$ cat config.mk
export PLATFORM = sky130hd
export DESIGN_NAME = aud_i2s_tx
export DESIGN_NICKNAME = d
export VERILOG_FILES = /design/src/rtl/aud_i2s_tx.sv
export SDC_FILE = /design/constraint.sdc
export NUM_CORES = 1
export LEC_CHECK = 0
export CORE_UTILIZATION = 59
export DETAILED_ROUTE_END_ITERATION = 7
export PLACE_DENSITY = 0.78
export SYNTH_ARGS = -nofsm -noshare
export SYNTH_HDL_FRONTEND = slang
export SYNTH_SLANG_ARGS = --single-unit
export TNS_END_PERCENT = 50
$ cat constraint.sdc
create_clock -name i_bclk -period 4.8 [get_ports i_bclk]
set_input_delay 0.48 -clock i_bclk [delete_from_list [all_inputs] [get_ports i_bclk]]
set_output_delay 0.48 -clock i_bclk [all_outputs]
set_load 0.1 [all_outputs]
$ cat src/rtl/aud_i2s_tx.sv
// aud_i2s_tx: stereo I2S / left-justified DAC serializer with a frame FIFO.
// The whole block runs on BCLK. LRCK edges drive slot starts; left starts pop
// a frame, and right starts replay the right sample held from that pop.
module aud_i2s_tx #(
   parameter int DATA_W = 16,
   parameter int DEPTH  = 4,
   parameter int MODE   = 0
) (
   input  logic                   i_bclk,
   input  logic                   i_rst_n,
   input  logic                   i_daclrck,
   input  logic                   i_en,
   input  logic                   i_valid,
   input  logic [DATA_W-1:0]      i_left,
   input  logic [DATA_W-1:0]      i_right,
   output logic                   o_ready,
   output logic [$clog2(DEPTH):0] o_level,
   output logic                   o_aud_dacdat,
   output logic                   o_underrun
);
   localparam int AW = $clog2(DEPTH);
   localparam int CW = $clog2(DATA_W + 1);

   typedef struct packed {
      logic [DATA_W-1:0] left;
      logic [DATA_W-1:0] right;
   } frame_t;

   typedef enum logic [1:0] {S_IDLE, S_DELAY, S_SHIFT} state_t;

   frame_t            r_mem [DEPTH];
   logic [AW:0]       r_wr_ptr, r_rd_ptr;
   logic              r_lrck_prev, r_lrck_vld;
   logic [DATA_W-1:0] r_shift, r_hold;
   logic [CW-1:0]     r_cnt;
   state_t            r_state;
   logic              r_dacdat, r_underrun;

   logic [AW:0]       w_level;
   logic              w_empty, w_full, w_push, w_pop;
   logic              w_edge, w_left_start, w_right_start;
   logic [DATA_W-1:0] w_word;
   frame_t            w_head;

   // Pointers carry one extra wrap bit so full and empty are distinguishable.
   assign w_level       = r_wr_ptr - r_rd_ptr;
   assign w_empty       = (w_level == '0);
   assign w_full        = (w_level == (AW+1)'(DEPTH));
   assign w_head        = r_mem[r_rd_ptr[AW-1:0]];
   // Edge detection is suppressed until LRCK has been captured once after reset.
   assign w_edge        = r_lrck_vld && (i_daclrck != r_lrck_prev);
   assign w_left_start  = w_edge && !i_daclrck;
   assign w_right_start = w_edge && i_daclrck;
   assign w_push        = i_valid && !w_full;
   // Pop looks at the registered level, so a same-cycle push is never bypassed.
   assign w_pop         = w_left_start && i_en && !w_empty;

   assign o_ready      = !w_full;
   assign o_level      = w_level;
   assign o_aud_dacdat = r_dacdat;
   assign o_underrun   = r_underrun;

   // Word to start shifting at a slot edge; zeros for underrun, disabled or pre-left.
   always_comb begin
      w_word = '0;
      if (w_left_start)
         w_word = w_pop ? w_head.left : '0;
      else if (w_right_start)
         w_word = r_hold;
   end

   // Frame storage; no reset needed since occupancy is tracked by the pointers.
   always_ff @(posedge i_bclk) begin
      if (w_push)
         r_mem[r_wr_ptr[AW-1:0]] <= {i_left, i_right};
   end

   // FIFO pointer update; push and pop may both happen in one cycle.
   always_ff @(posedge i_bclk or negedge i_rst_n) begin
      if (!i_rst_n) begin
         r_wr_ptr <= '0;
         r_rd_ptr <= '0;
      end else begin
         if (w_push) r_wr_ptr <= r_wr_ptr + 1'b1;
         if (w_pop)  r_rd_ptr <= r_rd_ptr + 1'b1;
      end
   end

   // Slot FSM and serializer; a new LRCK edge always preempts the word in flight.
   // r_hold resets to zero and is only written at left starts, so a right slot
   // before any left slot naturally sends zeros.
   always_ff @(posedge i_bclk or negedge i_rst_n) begin
      if (!i_rst_n) begin
         r_state     <= S_IDLE;
         r_shift     <= '0;
         r_hold      <= '0;
         r_cnt       <= '0;
         r_dacdat    <= 1'b0;
         r_underrun  <= 1'b0;
         r_lrck_prev <= 1'b0;
         r_lrck_vld  <= 1'b0;
      end else begin
         r_lrck_prev <= i_daclrck;
         r_lrck_vld  <= 1'b1;
         r_underrun  <= w_left_start && i_en && w_empty;
         if (w_left_start)
            r_hold <= w_pop ? w_head.right : '0;
         if (w_edge) begin
            if (MODE == 1) begin
               // Left-justified: MSB goes out on the edge cycle itself.
               r_dacdat <= w_word[DATA_W-1];
               r_shift  <= w_word << 1;
               r_cnt    <= CW'(1);
               r_state  <= S_SHIFT;
            end else begin
               // I2S: one idle bit after the edge before the MSB.
               r_dacdat <= 1'b0;
               r_shift  <= w_word;
               r_cnt    <= '0;
               r_state  <= S_DELAY;
            end
         end else begin
            case (r_state)
               S_DELAY, S_SHIFT: begin
                  if (r_cnt == CW'(DATA_W)) begin
                     r_dacdat <= 1'b0;
                     r_state  <= S_IDLE;
                  end else begin
                     r_dacdat <= r_shift[DATA_W-1];
                     r_shift  <= r_shift << 1;
                     r_cnt    <= r_cnt + 1'b1;
                     r_state  <= S_SHIFT;
                  end
               end
               default: begin
                  r_dacdat <= 1'b0;
                  r_state  <= S_IDLE;
               end
            endcase
         end
      end
   end
endmodule
# Word level (Yosys, flattened, before mapping)
# Memories as Yosys holds them, arrays and structs flattened.
# Index checks and enable logic that the tools add are counted.
[classes]
n_addsub = 4
n_eq_ne = 6
muxes = 18
n_reduce_logical = 14
[op_table]
columns = ["op", "n"]
rows = [
  ["2-to-1 mux 16 bit", 7],
  ["2-to-1 mux 5 bit", 3],
  ["logical AND 1 bit", 7],
  ["adder 3 x 1 -> 3 bit (second input constant)", 2],
  ["2-to-1 mux 2 bit", 3],
  ["adder 5 x 1 -> 5 bit (second input constant)", 1],
  ["== test 5 bit (second input constant)", 1],
  ["2-to-1 mux 1 bit", 5],
  ["== test 3 bit (second input constant)", 1],
  ["zero test 1 bit", 3],
  ["zero test 3 bit", 1],
  ["subtractor 3 bit", 1],
  ["== test 2 x 1 -> 1 bit (second input constant)", 1],
  ["== test 2 bit (second input constant)", 1],
  ["!= test 2 bit (second input constant)", 1],
  ["AND reduction 2 bit", 1],
  ["nonzero test 2 bit", 1],
  ["OR reduction 2 bit", 1],
  ["!= test 1 bit", 1],
]
[totals]
reg_bits = 49
mem_bits_rw = 128
output_inout_bits = 6
wordCells = 53
mem_count = 1
[mem_list]
columns = ["name", "depth", "word_bits", "read_ports", "rd_clocked_by_memory_dff", "wr", "line", "rtl"]
rows = [
  ["r_mem", 4, 32, 1, 0, 1, "31", "frame_t r_mem [DEPTH];"],
]

# Longest topological paths before layout
[depth]
depth_word = 8
mapped_depth = 8

# Worst setup path before layout
# OpenSTA, ideal clock, no wires.
[synth_path]
path_type = "register -> register"
start = "register r_wr_ptr[0]"
end = "memory r_mem[3][0] in the netlist's numbering (enable)"
arrival_time_ps = 3030
path_slack_ps = 1326
stages_incl_launch_ff = 6
n_path_buf = 0
cell_sequence = "dfrtp_1 inv_1 ha_1 fa_1 xor3_1 a31oi_1"
[synth_via]
elab_chain_len = 6
[synth_lines]
columns = ["element", "line", "rtl"]
rows = [
  ["from (decl)", "32", "logic [AW:0] r_wr_ptr, r_rd_ptr;"],
  ["from (signal assigned)", "84", "if (w_push) r_wr_ptr <= r_wr_ptr + 1'b1;"],
  ["subtractor 3 bit", "46", "assign w_level = r_wr_ptr - r_rd_ptr;"],
  ["== test 3 bit", "48", "assign w_full = (w_level == (AW+1)'(DEPTH));"],
  ["zero test 1 bit", "54", "assign w_push = i_valid && !w_full;"],
  ["logical AND 1 bit", "54", ""],
  ["2-to-1 mux 1 bit", "74", "if (w_push)"],
  ["2-to-1 mux 1 bit (not written as such)", "75", "r_mem[r_wr_ptr[AW-1:0]] <= {i_left, i_right};"],
  ["to (decl)", "31", ""],
]
# Parallel ways exist; a longest one is shown, timed or not.

# Worst setup path after layout
[layout_path]
start = "register r_wr_ptr[0]"
end = "output port o_level[1]"
[layout_via]
elab_chain_len = 1
[layout_lines]
columns = ["element", "line", "rtl"]
rows = [
  ["subtractor 3 bit", "46", ""],
  ["to (decl)", "17", "output logic [$clog2(DEPTH):0] o_level,"],
]
# No other way between the ends.

==> impl_metrics.csv <==
group,metric,value,unit
status,status,"complete, but fails checks",
status,failed_checks,"DRC",
sta,finalCriticalPeriod,3.409,ns
critical_path,r2r_slack,1.60,ns
synthesis,yosys-top-cells-area,"edfxtp_1, dfrtp_1, mux4_2",
synthesis,synth_most_common_cell,"edfxtp_1",
clocking,clk_pin_slew,0.06,ns
sta,worst_slew_pin_slew,1.089,ns
detailed_routing,ant_nets,0,
worst_hold_path,hold_path.class,"primary input to asynchronous set/reset pin",
sta,rsz0062_at_grt,"no",
grt,grt_usage,23.23,%
synthesis,synthTopCellsByCount,"edfxtp_1, dfrtp_1, mux4_2",
synthesis,mappedNetlistArea,7124,µm²
grt,gr-total-overflow,0,
critical_path,r2r_end,"r_mem[3][2]",
synthesis,synth.net_count,444,
critical_path,startpoint,"r_wr_ptr[0]",
floorplan,die_w,111.9,µm
power,p_leak,2.853,nW
detailed_routing,routed-via-count,3844,
sta,setup_viol,0,
detailed_routing,drt_pre_antenna_iters,7,
detailed_routing,drc,3,
power,ir_drop,411.1,µV
critical_path,crit_fanout,5,
grt,grt_max_degree,50,
sta,max_freq,293.4,MHz
synthesis,synth_area_per_cell,17.90,µm²
job,drv_cap,0,
critical_path,reg2reg_from,"r_wr_ptr[0]",
layout,final_nets,485,
clocking,cts.htree.levels,4,
critical_path,worst_r2r_path_depth,6,
synthesis,synth_ff_type,"edfxtp_1",
clocking,cts_max_path_buffers,2,
detailed_routing,drt-wirelength-per-cell,22.15,µm
critical_path,start_kind,"flop",
clocking,clock_latency,0.43,ns
sta,whs,0.2460,ns
clocking,cts_hold_buf,0,
grt,grt_pass1_wl,21.30,mm
layout,postLayoutCellArea,8248,µm²
layout,drive_gt1_share,17.92,%
critical_path,max_stage_delay,1.13,ns
detailed_routing,drt_iter0_drc,317,
clocking,cts_tree,"built",
clocking,ctsResizeCount,0,
synthesis,ys.warnings.count,0,
clocking,cts.sinks,177,
power,total_power,5.538,mW
sta,finClkSkew,0.01009,ns
placement,place_area,7654,µm²
synthesis,synth.largest_area_cell,"edfxtp_1",
critical_path,cpMostUsedCell,"inv_1",
sta,drv_slew,0,
detailed_routing,viasPerCell,6.461,
placement,dp_hpwl,7.816,mm
floorplan,die_h,111.9,µm
critical_path,arrival,2.93,ns
layout,layout.cells.non_filler,595,
critical_path,cp-end-kind,"output port",
synthesis,syn_inst,398,
sta,fin_crit_sh,71.01,%
floorplan,coreArea,11610,µm²
placement,gp_congestion,0.8632,
grt,grt_pass1_vias,3926,
sta,hold_violations,0,
synthesis,synth_edf_count,128,
synthesis,netlist.area_leader.share,53.95,%
synthesis,synth_cell_type_count,45,
sta,slew_headroom,27.38,%
critical_path,worstPathCellList,"inv_1 -> ha_1 -> fa_1 -> inv_1 -> clkdlybuf4s50_1",
clocking,cts_buffers,17,
power,p_per_area,671.4,nW/µm²
clocking,root_buffer,"clkbuf_16",
clocking,cts_setup_buffers,0,
layout,num_antenna_cells,0,
critical_path,critPathRequiredTime,4.32,ns
placement,place_inst,563,
critical_path,cp_slowest_cell,"clkdlybuf4s50_1",
placement,io_buffer_count,42,
synthesis,async_flop_share,27.68,%
synthesis,ys_seq_area_share,71.16,%
detailed_routing,totalWireLength,13.18,mm
critical_path,path_buf_inv,3,
critical_path,path_delay_family,"buffers and inverters",
floorplan,start_util,61.34,%
floorplan,rows,39,
layout,syn_to_final_growth,15.77,%
synthesis,ys_seq_elements,177,
floorplan,io_pins,43,
sta,setup-tns-final,0,ns
critical_path,critical_path_class,"flop to output port",
floorplan,die_area,12520,µm²
grt,antenna_found_initial,0,
-- worst reg2reg max path, delay by kind of cell (launching register included) --
| kind | cells | cell delay, ns |
|---|---|---|
| AO/OA/AOI/OAI | 1 | 0.94 |
| flip-flops | 1 | 0.38 |
| XOR/XNOR | 1 | 0.52 |
| adder cells (fa/ha/maj) | 2 | 0.60 |
| buffers and inverters | 2 | 0.47 |
-- through the flow --
stage	utilization, %	setup slack [ns]
after global routing	71.02	1.317
after floorplan	-	1.326
after global placement	65.90	1.680
after CTS	71.02	1.386
final	71.02	1.391
after detailed placement	65.90	1.529
-- metal layers --
metal	track usage [%]	share of wire, %
met1	31.29	42
met2	37.35	51
met3	5.117	4.9
met4	9.369	1.9
met5	0	0
-- sequential cells by signal, indices dropped and copies added, names as in the netlist --
name / cells
o_underrun: 1
r_cnt: 5
o_aud_dacdat: 1
r_state: 2
r_mem: 128
r_shift: 16
r_wr_ptr: 3
r_rd_ptr: 3
r_hold: 16
r_lrck_prev: 1
r_lrck_vld: 1
-- report_power, final --
part	total, mW	switching [mW]	internal, mW	leakage [nW]
clock	1.38	0.567	0.816	0.280
sequential	2.29	0.172	2.12	1.79
combinational	1.86	1.20	0.662	0.780
-- worst max-delay path by stage --
stage,to,depth (start not counted)
3_3_place_gp,r_rd_ptr[1],4
2_1_floorplan,r_mem[3][0],5
4_1_cts,o_level[1],5
5_1_grt,o_level[1],5
3_5_place_dp,r_rd_ptr[1],4
6_report,o_level[1],5
-- cell usage in the layout, fill, tap and decap left out, types with 2 or more instances in the layout --
cell / Yosys / routed
a211oi_1: 16 / 16
a21oi_1: 4 / 4
a22o_1: 16 / 16
a32oi_1: 15 / 15
and2_1: 3 / 3
buf_4: 3 / 11
bufinv_16: 0 / 3
clkbuf_16: 0 / 17
clkdlybuf4s50_1: 0 / 39
clkinv_2: 0 / 3
clkinv_4: 0 / 2
clkinvlp_4: 0 / 4
dfrtp_1: 49 / 48
edfxtp_1: 128 / 128
ha_1: 8 / 8
inv_1: 9 / 9
mux4_2: 32 / 32
nand2_1: 3 / 3
nand3_1: 19 / 19
o211ai_1: 17 / 17
o21a_1: 2 / 2
o21ai_0: 19 / 19
xnor2_1: 3 / 3
xor2_1: 3 / 3
-- logic make-up after synthesis --
logic type	Yosys count	share of synthesized area, %
compound gates	94	9.712
xor+xnor	8	1.300
fa+ha+maj	9	1.686
buf+inv	39	2.634
flops	177	71.16
mux	34	10.48
other cells	1	0.05264
simple gates	36	2.968
-- final cells by class --
class                      count  area (µm²)
clock inverter                14       165.2
sequential                   177        5071
multi-input combinational    182        1888
fill                         715        3366
timing repair buffer          51       478.0
tap                          143       178.9
clock buffer                  18       429.2
inverter                      10       37.54
Power figures use the tool's default switching activity.
==> edit: new RTL, config.mk and constraints unchanged <==
Reset style: synchronous (`i_rst_n`), changed in 2 clocked blocks.
--- a/src/rtl/aud_i2s_tx.sv
+++ b/src/rtl/aud_i2s_tx.sv
@@ -77,5 +77,5 @@
 
    // FIFO pointer update; push and pop may both happen in one cycle.
-   always_ff @(posedge i_bclk or negedge i_rst_n) begin
+   always_ff @(posedge i_bclk) begin
       if (!i_rst_n) begin
          r_wr_ptr <= '0;
@@ -90,5 +90,5 @@
    // r_hold resets to zero and is only written at left starts, so a right slot
    // before any left slot naturally sends zeros.
-   always_ff @(posedge i_bclk or negedge i_rst_n) begin
+   always_ff @(posedge i_bclk) begin
       if (!i_rst_n) begin
          r_state     <= S_IDLE;
Behaviour: differs if i_rst_n is asserted again (counterexample within 4 cycles, from zero or initial values and one cycle with i_rst_n low); with i_rst_n held inactive, the same outputs for 10 cycles.
==> edit against the original RTL <==
Area after synthesis fell by 2.9%; critical endpoint is now o_level[2]; register-to-register slack improved by 0.03 ns; wire length fell by 4.3%; critical path type unchanged; setup slack got worse by 0.24 ns; sequential cell count rose by 2; design area fell by 0.64%.
Power is not compared: it rests on default switching activity, and its combinational part moved more than twofold at a synthesized area within 25%.
==> edit: results (changes against the original RTL) <==
- Outcome: finished clean
- GRT Util Overall: 0.229 (-0.00296)
- Vias per inst: 6.16 (-4.6%)
- Seq/Total Area, Yosys: 0.703 (-0.00855)
- Grt met3 use: 0.0682 (+0.0170)
- Area post-placement: 7460 µm² (-2.6%)
- Grt met2 use: 0.386 (+0.0120)
- Max incr delay on CP: 1.17 ns (+0.04 ns)
- Final Skew: 0.00768 ns (-0.00241 ns)
- Placed Cells incl. Taps: 587 (+4.3%)
- 1st-pass router iterations: 4 (-3)
- R2r setup slk: 1.63 ns (+0.03 ns)
- R2R Path Start: r_wr_ptr[0]$_SDFFE_PN0P_
- Share of cells above drive strength 1: 0.160 (-0.0195)
- Crit path capture: o_level[2]
- Critical Path Source: r_wr_ptr[0]$_SDFFE_PN0P_
- Wl on met1: 5040 µm (-10%)
- Mapped Nets: 468 (+5.4%)
- Worst-margin pin slew: 0.979 ns (-0.111 ns)
- Hold WS: 0.500 ns (+0.254 ns)
- Metal2 WL: 6580 µm (-1.5%)
- Post-synthesis mux area share: 0.106 (+0.000759)
- F_max: 274 MHz (-6.5%)
- Distinct cell type count after synthesis: 35 (-22%)
- WL met3: 694 µm (+7.9%)
- Top cells by count, synth: edfxtp_1, dfxtp_1, mux4_2, nor2_1
- Fin cells: 619 (+4.0%)
- Average size of a mapped cell: 16.4 µm² (-8.4%)
- Complex-gate fraction of the synthesized area: 0.0709 (-0.0262)
- First-pass GRT wire length: 19500 µm (-8.2%)
- Async S/R FF share, synth: 0 (-0.277)
- Vias in the first global route: 3851 (-1.9%)
- Capturing point of the worst reg2reg path: r_mem[0][21]$_DFFE_PP_
==> edit: cell type report <==
class | count | share of cell area
timing repair buffer | 50 | 0.0602
multi-input combinational | 205 | 0.229
clock inverter | 10 | 0.0336
clock buffer | 22 | 0.0566
tap | 143 | 0.0218
inverter | 10 | 0.00458
sequential | 179 | 0.594
==> edit: cells by family (layout without fill, tap and decap cells) <==
kind of cell    Yosys count  in the layout
simple gates             82             82
mux                      33             33
flops                   179            179
xor+xnor                 11             11
compound gates           70             70
fa+ha+maj                 9              9
buf+inv                  38             92
==> edit: report_power, final <==
group | total (µW) | switching (µW) | internal (µW)
clock | 1690 | 527 | 1160
sequential | 1750 | 22.0 | 1730
combinational | 236 | 142 | 93.6
total | 3680 | 691 | 2990
==> edit: critical path, delay by kind of cell, from the launching register on <==
family	cells	cell delay, ns
DFF	1	0.39
buffers and inverters	3	1.46
adders and majority gates	2	0.60
xor gates and xnor gates	1	0.29
